**src/rtl/me_pkg.sv**
```systemverilog
// Shared definitions for the motion-estimation SRAM readers: default geometry
// and the feeder FSM state type.
package me_pkg;

  localparam int unsigned DefDataW = 16;
  localparam int unsigned DefRows  = 16;
  localparam int unsigned DefAddrW = 8;

  typedef enum logic [1:0] {
    StIdle  = 2'd0,
    StFetch = 2'd1,
    StDrain = 2'd2,
    StDone  = 2'd3
  } me_state_e;

endpackage

```
**src/rtl/me_valid_pipe.sv**
```systemverilog
// Fixed-depth 1-bit strobe delay that tracks SRAM read latency, so the data
// return can be qualified without tagging each request.
module me_valid_pipe #(
  parameter int unsigned Depth = 1
) (
  input  logic clk,
  input  logic rst,
  input  logic valid_i,
  output logic valid_o
);

  logic [Depth-1:0] pipe_q;
  logic [Depth-1:0] pipe_d;

  always_comb begin
    pipe_d    = '0;
    pipe_d[0] = valid_i;
    for (int unsigned i = 1; i < Depth; i++) begin
      pipe_d[i] = pipe_q[i-1];
    end
  end

  always_ff @(posedge clk or negedge rst) begin
    if (!rst) begin
      pipe_q <= '0;
    end else begin
      pipe_q <= pipe_d;
    end
  end

  assign valid_o = pipe_q[Depth-1];

endmodule

```
**src/rtl/cur_block_feeder.sv**
```systemverilog
// Streams one current block from SRAM to the ME delay/align stage and marks
// the ping-pong bank being loaded as not read-only for the duration.
module cur_block_feeder
  import me_pkg::*;
#(
  parameter int unsigned DATA_W = DefDataW,
  parameter int unsigned ROWS   = DefRows,
  parameter int unsigned ADDR_W = DefAddrW,
  parameter int unsigned RD_LAT = 1
) (
  input  logic              clk,
  input  logic              rst,
  input  logic              start_i,
  input  logic [ADDR_W-1:0] blk_base_i,
  input  logic              bank_sel_i,
  input  logic              pause_i,
  output logic              mem_rd_en_o,
  output logic [ADDR_W-1:0] mem_addr_o,
  input  logic [DATA_W-1:0] mem_rdata_i,
  output logic [DATA_W-1:0] cur0_o,
  output logic              cur0_valid_o,
  output logic              only_read0_o,
  output logic              only_read1_o,
  output logic              busy_o,
  output logic              done_o
);

  localparam int unsigned   CntW    = $clog2(ROWS) + 1;
  localparam logic [CntW-1:0] RowsCnt = CntW'(ROWS);

  me_state_e         state_q;
  logic [CntW-1:0]   issued_q;
  logic [CntW-1:0]   emitted_q;
  logic [ADDR_W-1:0] base_q;
  logic              rd_en_q;
  logic [ADDR_W-1:0] addr_q;
  logic [DATA_W-1:0] cur0_q;
  logic              valid_q;
  logic [1:0]        only_rd_q;
  logic              busy_q;
  logic              done_q;
  logic              ret_tap;

  // Data return strobe aligned with mem_rdata_i.
  me_valid_pipe #(
    .Depth(RD_LAT)
  ) u_valid_pipe (
    .clk    (clk),
    .rst    (rst),
    .valid_i(rd_en_q),
    .valid_o(ret_tap)
  );

  always_ff @(posedge clk or negedge rst) begin
    if (!rst) begin
      state_q   <= StIdle;
      issued_q  <= '0;
      emitted_q <= '0;
      base_q    <= '0;
      rd_en_q   <= 1'b0;
      addr_q    <= '0;
      cur0_q    <= '0;
      valid_q   <= 1'b0;
      only_rd_q <= 2'b11;
      busy_q    <= 1'b0;
      done_q    <= 1'b0;
    end else begin
      rd_en_q <= 1'b0;
      done_q  <= 1'b0;
      valid_q <= ret_tap;
      if (ret_tap) begin
        cur0_q    <= mem_rdata_i;
        emitted_q <= emitted_q + 1'b1;
      end

      unique case (state_q)
        StIdle: begin
          if (start_i) begin
            state_q               <= StFetch;
            base_q                <= blk_base_i;
            busy_q                <= 1'b1;
            only_rd_q[bank_sel_i] <= 1'b0;
            emitted_q             <= '0;
            issued_q              <= '0;
            // The first read goes out on the accept edge to keep latency minimal.
            if (!pause_i) begin
              rd_en_q  <= 1'b1;
              addr_q   <= blk_base_i;
              issued_q <= CntW'(1);
            end
          end
        end
        StFetch: begin
          if (issued_q == RowsCnt) begin
            state_q <= StDrain;
          end else if (!pause_i) begin
            rd_en_q  <= 1'b1;
            addr_q   <= base_q + ADDR_W'(issued_q);
            issued_q <= issued_q + 1'b1;
          end
        end
        StDrain: begin
          if (emitted_q == RowsCnt) begin
            state_q <= StDone;
            done_q  <= 1'b1;
          end
        end
        StDone: begin
          state_q   <= StIdle;
          busy_q    <= 1'b0;
          only_rd_q <= 2'b11;
        end
        default: state_q <= StIdle;
      endcase
    end
  end

  assign mem_rd_en_o  = rd_en_q;
  assign mem_addr_o   = addr_q;
  assign cur0_o       = cur0_q;
  assign cur0_valid_o = valid_q;
  assign only_read0_o = only_rd_q[0];
  assign only_read1_o = only_rd_q[1];
  assign busy_o       = busy_q;
  assign done_o       = done_q;

endmodule
```
**config.mk**
```make
export PLATFORM = sky130hd
export DESIGN_NAME = cur_block_feeder
export DESIGN_NICKNAME = d
export VERILOG_FILES = /design/src/rtl/me_pkg.sv /design/src/rtl/me_valid_pipe.sv /design/src/rtl/cur_block_feeder.sv
export SDC_FILE = /design/constraint.sdc
export NUM_CORES = 1
export LEC_CHECK = 0
export ABC_CLOCK_PERIOD_IN_PS = 1900
export BUFFER_PORTS_ARGS = -buffer_cell sky130_fd_sc_hd__buf_2
export CAP_MARGIN = 20
export CORE_UTILIZATION = 40
export DETAILED_ROUTE_END_ITERATION = 10
export PLACE_DENSITY_LB_ADDON = 0.2
export SLEW_MARGIN = 40
export SYNTH_ARGS = -nofsm -noshare
export SYNTH_HDL_FRONTEND = slang
export SYNTH_SLANG_ARGS = --single-unit
```
**constraint.sdc**
```tcl
create_clock -name clk -period 1.9 [get_ports clk]
set_input_delay 0.095 -clock clk [delete_from_list [all_inputs] [get_ports clk]]
set_output_delay 0.095 -clock clk [all_outputs]
set_load 0.005 [all_outputs]
```
==> flow_summary.ini <==
[worst_setup_path]
cp.buffers_inverters = 3
critical_path_start_end_classification = reg2reg
critical_path.startpoint_type = flip-flop
worstSetupEndpoint = mem_addr_o[7]
r2r-end = mem_addr_o[7]
worst-endpoint-arrival_ns = 2.05
timing.critical_path.mode_cell = buf_6
cp-end-kind = flip-flop
cells_along_the_critical_path = buf_4 -> ha_2 -> buf_6 -> a221oi_4 -> buf_6 -> nand3_1 -> mux2i_1 -> a211o_1
reg2reg_from = state_q[0]
cp_top_family = buffers and inverters
regToRegSetupSlack_ns = 0.11
crit_path_max_fanout = 8
cp_data_required_time_ns = 2.16
cpPeakStageDelay_ns = 0.42
worst-path-stages = 8
critPathSlowestCell = dfrtp_1
worst_r2r_path_depth = 8
startpoint = state_q[0]

[status]
run_status = finished, final reports clean

[cells_and_area]
most-common-layout-cells = 58 x buf_2, 49 x dfrtp_1, 29 x nand2_1
post_layout_nets = 363
post_route_cells_drive_above_1_share_pct = 35.5
syn_to_final_growth_pct = 29.2
layout.cells.most_common = buf_2
post_layout_nonfiller_instances = 396
antennaDiodeCount = 0

[power_and_ir_drop]
netSwitchingPower_mw = 1.72
clock_power_share_pct = 13.5
p_sw_share_pct = 36.4
vdd.ir_drop.worst_uv = 574
sequentialPowerShare_pct = 39.8
combPwrFrac_pct = 46.7
cellInternalPower_mw = 3.01
p_per_area_mw_per_mm2 = 1470
power_leakage_nw = 1.58

[timing]
hold_viol_final = 0
slack_of_the_critical_path_ns = 0.111
slew_headroom_pct = 79.7
period_needed_ns = 1.79
report.final.setup_viol = 0
finalClockSkew_ns = 0.0112
rsz0062_at_grt = no
slew_viol_final = 0
setup_tns_ns = 0
maxClockFrequency_mhz = 559
worst-slew-pin-transition_ns = 0.304
post-route-period-util_pct = 94.2

[grt]
grt_antenna_before_repair = 0
grt_usage_pct = 17.5
grt_remaining_overflow = 0
grt_start_max_net_pins = 52
grt_pass1_wl_mm = 8.71
via_count_of_the_first_global_routing_pass = 1848

[synthesis]
synth-xor-area-share_pct = 3.86
synth_fp_nets = 276
ys_warn_count = 0
synth-simple-area-share_pct = 14.1
netlist_area_pre_place_mm2 = 0.00249
yosys.cell_types.count = 37
postSynthCellCount = 233
post_synthesis_sequential_element_count = 51
synth_area_leaders = dfrtp_1 49%, mux2_2 7.7%, ha_1 6.5%
synth_compound_gate_area_share_pct = 9.93
synth-seq-area-share_pct = 51.3
dominant_combinational_cell_family_by_area_after_synthesis = simple AND/OR/NAND/NOR gates
synth_top_area_cell = dfrtp_1
synthMuxAreaShare_pct = 10.1
yosys.area.top_type_share_pct = 49.2
synth-adder-area-share_pct = 7.33
postSynthAreaPerCell_um2 = 10.7

[placement]
place_hpwl_mm = 3.60
place_worst_setup_slack_ns = 0.0610
globalplace.congestion = 0.753
place.detailed.instances = 375
place.port_buffers = 58

[detailed_routing]
drt-wirelength-per-cell_um = 12.9
number_of_detailed_routing_iterations_run_before_antenna_repair = 4
detailed_route_wire_length_mm = 5.11
via_per_inst = 4.84
post-route-drc-count = 0
count_of_vias_placed_by_the_detailed_router = 1918
drt-initial-drc-count = 67
detail-route-antenna-nets = 0

[die]
die_h_um = 81.0
core.rowCount = 28
placeableCoreArea_mm2 = 0.00596
floorplan.initialDensity_pct = 41.9
design.die.area_mm2 = 0.00655
ios = 59
die_w_um = 81.0

[clock_network]
clk_pin_slew_ns = 0.10
worstSkewPairLatency_ns = 0.31
clock_tree_buffer_depth = 2
cts.sink_count = 51
tritoncts = built
cts_max_level = 2
clock-root-buffer = clkbuf_8
total_clock_buffers_created_by_cts = 5

[worst_hold_path]
holdCritPathClass = in2reg

[job]
maxCapViolCount = 0
registers in the layout (all words and copies together), names as in the netlist:
name,cells
cur0_o,16
base_q,8
mem_addr_o,8
emitted_q,5
issued_q,5
only_rd_q,2
state_q,2
busy_o,1
cur0_valid_o,1
done_o,1
mem_rd_en_o,1
u_valid_pipe.valid_o,1
logic make-up after synthesis:
logic type      count (synthesis)
mux                            23
xor+xnor                       11
fa+ha+maj                      14
buf+inv                        20
compound gates                 39
flops                          51
simple gates                   75
final cells by class:
type                       count  area [um^2]
multi-input combinational    162         1150
clock buffer                   6         72.6
sequential                    51         1280
fill                         559         2730
clock inverter                 2         16.3
tap                           75         93.8
inverter                      12         45.0
timing repair buffer          88          562
cell usage after synthesis (all sizes together):
master   number
a32o          1
nor2         19
and3          1
inv          12
nand4         4
fa            1
a2bb2oi       1
ha           13
xnor2         5
or2           1
nand2b        4
xor2          6
a21oi        12
a21o          3
dfstp         2
nand2        32
nor3b         3
and4bb        1
a221oi        1
dfrtp        49
nand3b        1
clkbuf        5
a211o         1
nor2b         3
o21ai        16
buf           3
mux2         17
a211oi        1
mux2i         6
and2          1
a31oi         1
o2111ai       2
nand3         5
worst min-delay path by stage:
stage	slack (ns)	from	to	depth (start not counted)
finish	0.01	mem_rdata_i[14]	cur0_o[14]	2
global route	0.0003	mem_rdata_i[8]	cur0_o[8]	2
global placement	0.11	rst	cur0_o[9]	2
detailed placement	0.11	rst	cur0_o[9]	2
floorplan	-0.20	rst	base_q[0]	0
CTS	0.003	pause_i	mem_rd_en_o	2
power groups by stage:
stage	sequential [mW]	combinational (mW)	clock (mW)
floorplan	1.89	1.28	0
CTS	1.89	2.13	0.669
global placement	1.89	2.07	0
finish	1.89	2.21	0.638
detailed placement	1.91	2.10	0
global route	1.96	2.52	0.714
stage by stage:
stage / hold slack, ns / util (%) / cell area [um^2] / power, mW
CTS: 0.00275 / 52.9 / 3150 / 4.69
global route: 0.000329 / 54.1 / 3220 / 5.19
global placement: 0.111 / 50.0 / 2980 / 3.96
floorplan: -0.201 / - / 2490 / 3.17
detailed placement: 0.112 / 50.0 / 2980 / 4.01
finish: 0.0146 / 54.1 / 3220 / 4.73
per-layer routing:
layer / wire (um) / up-vias / GRT usage, %
met4: 69 / 0 / 5.89
met3: 199 / 5 / 3.60
met1: 2580 / 910 / 24.9
li1: - / 964 / -
met5: 0 / - / 0
met2: 2260 / 39 / 26.4
what timing repair did:
item / CTS / global route
resized for setup: 0 / 10
setup endpoints to repair: 0 / 10
buffers inserted: 0 / 4
hold endpoints to repair: 56 / 1
hold buffers: 8 / 1
Power figures use the tool's default switching activity.
